File: config.mk
export PLATFORM = sky130hd
export DESIGN_NAME = step_pulse_gen
export DESIGN_NICKNAME = d
export VERILOG_FILES = /design/src/rtl/stepgen_pkg.sv /design/src/rtl/step_pulse_gen_sync2.sv /design/src/rtl/step_pulse_gen.sv
export SDC_FILE = /design/constraint.sdc
export NUM_CORES = 1
export LEC_CHECK = 0
export ABC_AREA = 1
export CAP_MARGIN = 30
export CORE_MARGIN = 1.5
export CORE_UTILIZATION = 35
export CTS_BUF_LIST = sky130_fd_sc_hd__clkbuf_16
export DETAILED_ROUTE_END_ITERATION = 12
export MAX_ROUTING_LAYER = met4
export PLACE_DENSITY = 0.5
export SYNTH_ARGS = -nofsm -noshare
export SYNTH_HDL_FRONTEND = slang
export SYNTH_SLANG_ARGS = --single-unit
File: constraint.sdc
create_clock -name clk -period 2 [get_ports clk]
set_input_delay 0.3 -clock clk [delete_from_list [all_inputs] [get_ports clk]]
set_output_delay 0.3 -clock clk [all_outputs]
set_load 0.005 [all_outputs]
File: src/rtl/stepgen_pkg.sv
// Shared definitions for the push-button step generator: FSM state encodings
// and the width helper used for the debounce and hold counters.
package stepgen_pkg;

  typedef enum logic [1:0] {
    ST_IDLE  = 2'd0,
    ST_ARM   = 2'd1,
    ST_PRESS = 2'd2,
    ST_REL   = 2'd3
  } state_t;

  function automatic int cnt_width(input int a, input int b, input int c);
    int m;
    m = a;
    if (b > m) m = b;
    if (c > m) m = c;
    return (m < 2) ? 1 : $clog2(m);
  endfunction

endpackage

File: src/rtl/step_pulse_gen_sync2.sv
// Two-flop synchronizer bringing the raw push-button into the clk domain.
module sync2 (
  input  logic reset,
  input  logic clk,
  input  logic d,
  output logic q
);

  logic r_meta;
  logic r_q;

  always_ff @(posedge clk or negedge reset) begin
    if (!reset) begin
      r_meta <= 1'b0;
      r_q    <= 1'b0;
    end else begin
      r_meta <= d;
      r_q    <= r_meta;
    end
  end

  assign q = r_q;

endmodule

File: src/rtl/step_pulse_gen.sv
// Debounced push-button to one-cycle step pulse. Optional hold-to-repeat
// stepping is compiled in when STEP_AUTOREPEAT_EN is defined.
//
// state | meaning
// IDLE  | button released and stable
// ARM   | button seen high, counting stable samples before accepting
// PRESS | press accepted, step issued on entry
// REL   | button seen low, counting stable samples before accepting release
module step_pulse_gen
  import stepgen_pkg::*;
#(
  parameter int DB_CYCLES     = 16,
  parameter int REPEAT_DELAY  = 1000,
  parameter int REPEAT_PERIOD = 250
) (
  input  logic       clk,
  input  logic       reset,
  input  logic       btn_raw,
  output logic       step,
  output logic       btn_db,
  output logic [1:0] fsm_state
);

  localparam int CNT_W = cnt_width(DB_CYCLES, REPEAT_DELAY, REPEAT_PERIOD);
  localparam logic [CNT_W-1:0] CNT_LAST = CNT_W'(DB_CYCLES - 1);
  localparam logic [CNT_W-1:0] CNT_MAX  = '1;

  state_t           r_state;
  state_t           w_state_nxt;
  logic [CNT_W-1:0] r_cnt;
  logic [CNT_W-1:0] w_cnt_nxt;
  logic             r_step;
  logic             w_step_nxt;
  logic             w_btn_s;
  logic             w_rep_hit;

  sync2 u_sync (
    .reset (reset),
    .clk   (clk),
    .d     (btn_raw),
    .q     (w_btn_s)
  );

  always_ff @(posedge clk or negedge reset) begin
    if (!reset) begin
      r_state <= ST_IDLE;
      r_cnt   <= '0;
      r_step  <= 1'b0;
    end else begin
      r_state <= w_state_nxt;
      r_cnt   <= w_cnt_nxt;
      r_step  <= w_step_nxt;
    end
  end

  always_comb begin
    w_state_nxt = r_state;
    w_cnt_nxt   = r_cnt;
    w_step_nxt  = 1'b0;
    case (r_state)
      ST_IDLE: begin
        if (w_btn_s) begin
          w_state_nxt = ST_ARM;
          w_cnt_nxt   = '0;
        end
      end
      ST_ARM: begin
        if (!w_btn_s) begin
          w_state_nxt = ST_IDLE;
        end else if (r_cnt == CNT_LAST) begin
          w_state_nxt = ST_PRESS;
          w_step_nxt  = 1'b1;
        end else if (r_cnt != CNT_MAX) begin
          w_cnt_nxt = r_cnt + CNT_W'(1);
        end
      end
      ST_PRESS: begin
        if (!w_btn_s) begin
          w_state_nxt = ST_REL;
          w_cnt_nxt   = '0;
        end else begin
          w_step_nxt = w_rep_hit;
        end
      end
      ST_REL: begin
        if (w_btn_s) begin
          w_state_nxt = ST_PRESS;
        end else if (r_cnt == CNT_LAST) begin
          w_state_nxt = ST_IDLE;
        end else if (r_cnt != CNT_MAX) begin
          w_cnt_nxt = r_cnt + CNT_W'(1);
        end
      end
      default: w_state_nxt = ST_IDLE;
    endcase
    // Back-to-back steps would double-advance the downstream counter.
    if (r_step) w_step_nxt = 1'b0;
  end

`ifdef STEP_AUTOREPEAT_EN
  localparam logic [CNT_W-1:0] DELAY_LAST  = CNT_W'(REPEAT_DELAY - 1);
  localparam logic [CNT_W-1:0] PERIOD_LAST = CNT_W'(REPEAT_PERIOD - 1);

  logic [CNT_W-1:0] r_hold;
  logic             r_rep;

  assign w_rep_hit = (r_hold == (r_rep ? PERIOD_LAST : DELAY_LAST));

  // Hold time restarts whenever PRESS is left, even for a brief REL bounce.
  always_ff @(posedge clk or negedge reset) begin
    if (!reset) begin
      r_hold <= '0;
      r_rep  <= 1'b0;
    end else if (r_state == ST_PRESS && w_state_nxt == ST_PRESS) begin
      if (w_rep_hit) begin
        r_hold <= '0;
        r_rep  <= 1'b1;
      end else if (r_hold != CNT_MAX) begin
        r_hold <= r_hold + CNT_W'(1);
      end
    end else begin
      r_hold <= '0;
      r_rep  <= 1'b0;
    end
  end
`else
  assign w_rep_hit = 1'b0;
`endif

  // PRESS and REL are the only codes with the MSB set, so the level is a flop bit.
  assign btn_db    = r_state[1];
  assign step      = r_step;
  assign fsm_state = r_state;

endmodule

==> out/metrics.yaml <==
tightest_slew_ps: 276.0
netlist_instances: 115
post-route-period-util_pct: 78.77
core_um2: 2276
clock_latency_ps: 250
fin_crit_ps: 1575
cts_buffer_depth: 2
peakVddDrop_uv: 352.4
grt_pass1_wl_mm: 2.953
post-synth-top-area-cell: "dfrtp_1"
cts-buffers-inserted: 3
hp-class: "flip-flop to flip-flop"
rsz0062_at_grt: "no"
async_reset_ff_share_pct: 100.0
overflow: 0
layout-drive-gt1-share_pct: 16.80
drt_drc_violations_left: 0
max_cap_violations: 0
place_area_um2: 963.4
hpwl_mm: 1.257
die_w_um: 52.92
cts_resized: 0
cts_tree: "built"
crit_fanout: 12
rows: 17
synthTopCellsByCount: "nand2_1 (43), dfrtp_1 (15), nor2_1 (13)"
cts_root_buf: "clkbuf_16"
num_antenna_cells: 0
final_nets: 130
power_leakage_nw: 0.5154
via_per_inst: 4.725
cp-start-kind: "flip-flop"
tns_ps: 0
hold_viol_final: 0
wirelength_mm: 1.710
yosysMostFrequentCell: "nand2_1"
crit_path_end_kind: "flip-flop"
track_usage_pct: 15.63
drt_iter0_drc: 30
firstDrtPassIters: 4
num_io_pins: 7
drv_slew: 0
yosysWarnings: 0
die-area_um2: 2800
synth_top_area_share_pct: 43.04
worstSetupPathType: "flip-flop to flip-flop"
synth_edf_count: 0
place.gp.congestion: 0.7846
worstPathArrival_ps: 1720
area_growth_pct: 19.66
path_clk_slew_ps: 50
ant_nets: 0
postLayoutCellArea_um2: 1044
ys_ff_latch: 15
die_height_um: 52.92
required_ps: 2140
setup-violations-final: 0
io_buffers: 6
synth_seq_area_share_pct: 43.04
antenna_found_initial: 0
hold_buffers: 0
htreeDepth: 1
vias: 723
syn_area_per_cell_um2: 7.583
fmax_mhz: 634.8
clock_skew_ps: 1.714
dominantRegCellSynth: "dfrtp_1"
netlist_area_um2: 872.1
start_util_pct: 38.32
power.density_nw_per_um2: 737.6
nFillCells: 219
wl_per_cell_um: 11.18
synth.area.top_cells: "dfrtp_1 (43%), nand2_1 (19%), nor2_1 (5.6%), inv_1 (4.3%), xor2_1 (4.0%)"
syn-num-nets: 119
grt_start_max_net_pins: 16
cts_sinks: 15
worst_hold_slack_ps: 345.4
grt_pass1_vias: 659
synth.distinct_cells: 21
max-slew-margin-rel_pct: 81.43
outcome: "finished, final reports clean"
postCtsSetupBuffers: 0
-- cell type report --
class / count / area [µm²] / area share [%]
clock buffers: 3 / 75.07 / 7.194
well taps: 28 / 35.03 / 3.357
multi-input cells: 87 / 436.7 / 41.85
clock inverters: 1 / 5.005 / 0.4796
flip-flops and latches: 15 / 375.4 / 35.97
inverters: 11 / 41.29 / 3.957
repair buffers: 8 / 75.07 / 7.194
-- power breakdown --
| group | internal [mW] | switching, mW | total, mW |
|---|---|---|---|
| sequential | 0.314 | 0.0130 | 0.327 |
| combinational | 0.0185 | 0.0284 | 0.0469 |
| clock | 0.267 | 0.128 | 0.396 |
| total | 0.600 | 0.170 | 0.770 |
-- sequential cells by signal, indices dropped and copies added (netlist names), named ones only --
name	count
u_sync.q	1
u_sync.r_meta	1
r_cnt	10
fsm_state	1
step	1
-- metal layers --
| metal | global-route usage (%) | wire [µm] | vias to the layer above |
|---|---|---|---|
| li1 | - | - | 375 |
| met1 | 20.25 | 850 | 332 |
| met2 | 23.13 | 756 | 11 |
| met3 | 2.542 | 54 | 5 |
| met4 | 8.974 | 47 | 0 |
| met5 | - | 0 | - |
-- cell usage in the layout, fill, tap and decap left out, drive strengths merged --
cell / instances
nand4: 2
inv: 11
a21oi: 1
nor4: 1
nand3: 6
nand2: 49
clkbuf: 3
clkinv: 1
xor2: 4
buf: 2
clkdlybuf4s50: 6
dfrtp: 15
nor3: 2
o21ai: 4
ha: 1
nor2: 17
-- per-stage QoR --
step / utilization, % / setup WS (ps) / power (mW) / std cells
after global routing: 45.85 / 266.3 / 0.8037 / 153
final: 45.85 / 424.6 / 0.7696 / 153
after global placement: 42.33 / 452.3 / 0.3803 / 149
after detailed placement: 42.33 / 413.6 / 0.3797 / 149
after floorplan: - / 567.6 / 0.3583 / 115
after CTS: 45.85 / 412.7 / 0.7827 / 153
-- final timing paths --
path / endpoint / from / cells after the start / slack, ps
max in group asynchronous: r_cnt[2] / reset / 2 / 1460
max: r_cnt[7] / r_cnt[0] / 9 / 420
min reg2reg: u_sync.q / u_sync.r_meta / 0 / 350
min in group asynchronous: r_cnt[7] / reset / 2 / 360
min: u_sync.q / u_sync.r_meta / 0 / 350
max reg2reg: r_cnt[7] / r_cnt[0] / 9 / 420
-- critical path: stages, from the launching register on --
cell     delay, ps
dfrtp_1        420
ha_1           260
nand2_2         90
nor2_4         150
nand3_2        100
nor2_4         120
nor2_2          40
buf_4          170
nand2_1         80
nand2_1         40
-- kinds of logic after synthesis --
logic type      share of synthesized area (%)
simple gates                            40.89
flops                                   43.04
buf+inv                                 6.887
compound gates                          3.730
xor+xnor                                4.017
fa+ha+maj                               1.434
Note: power is estimated with default switching activity, not from simulation.
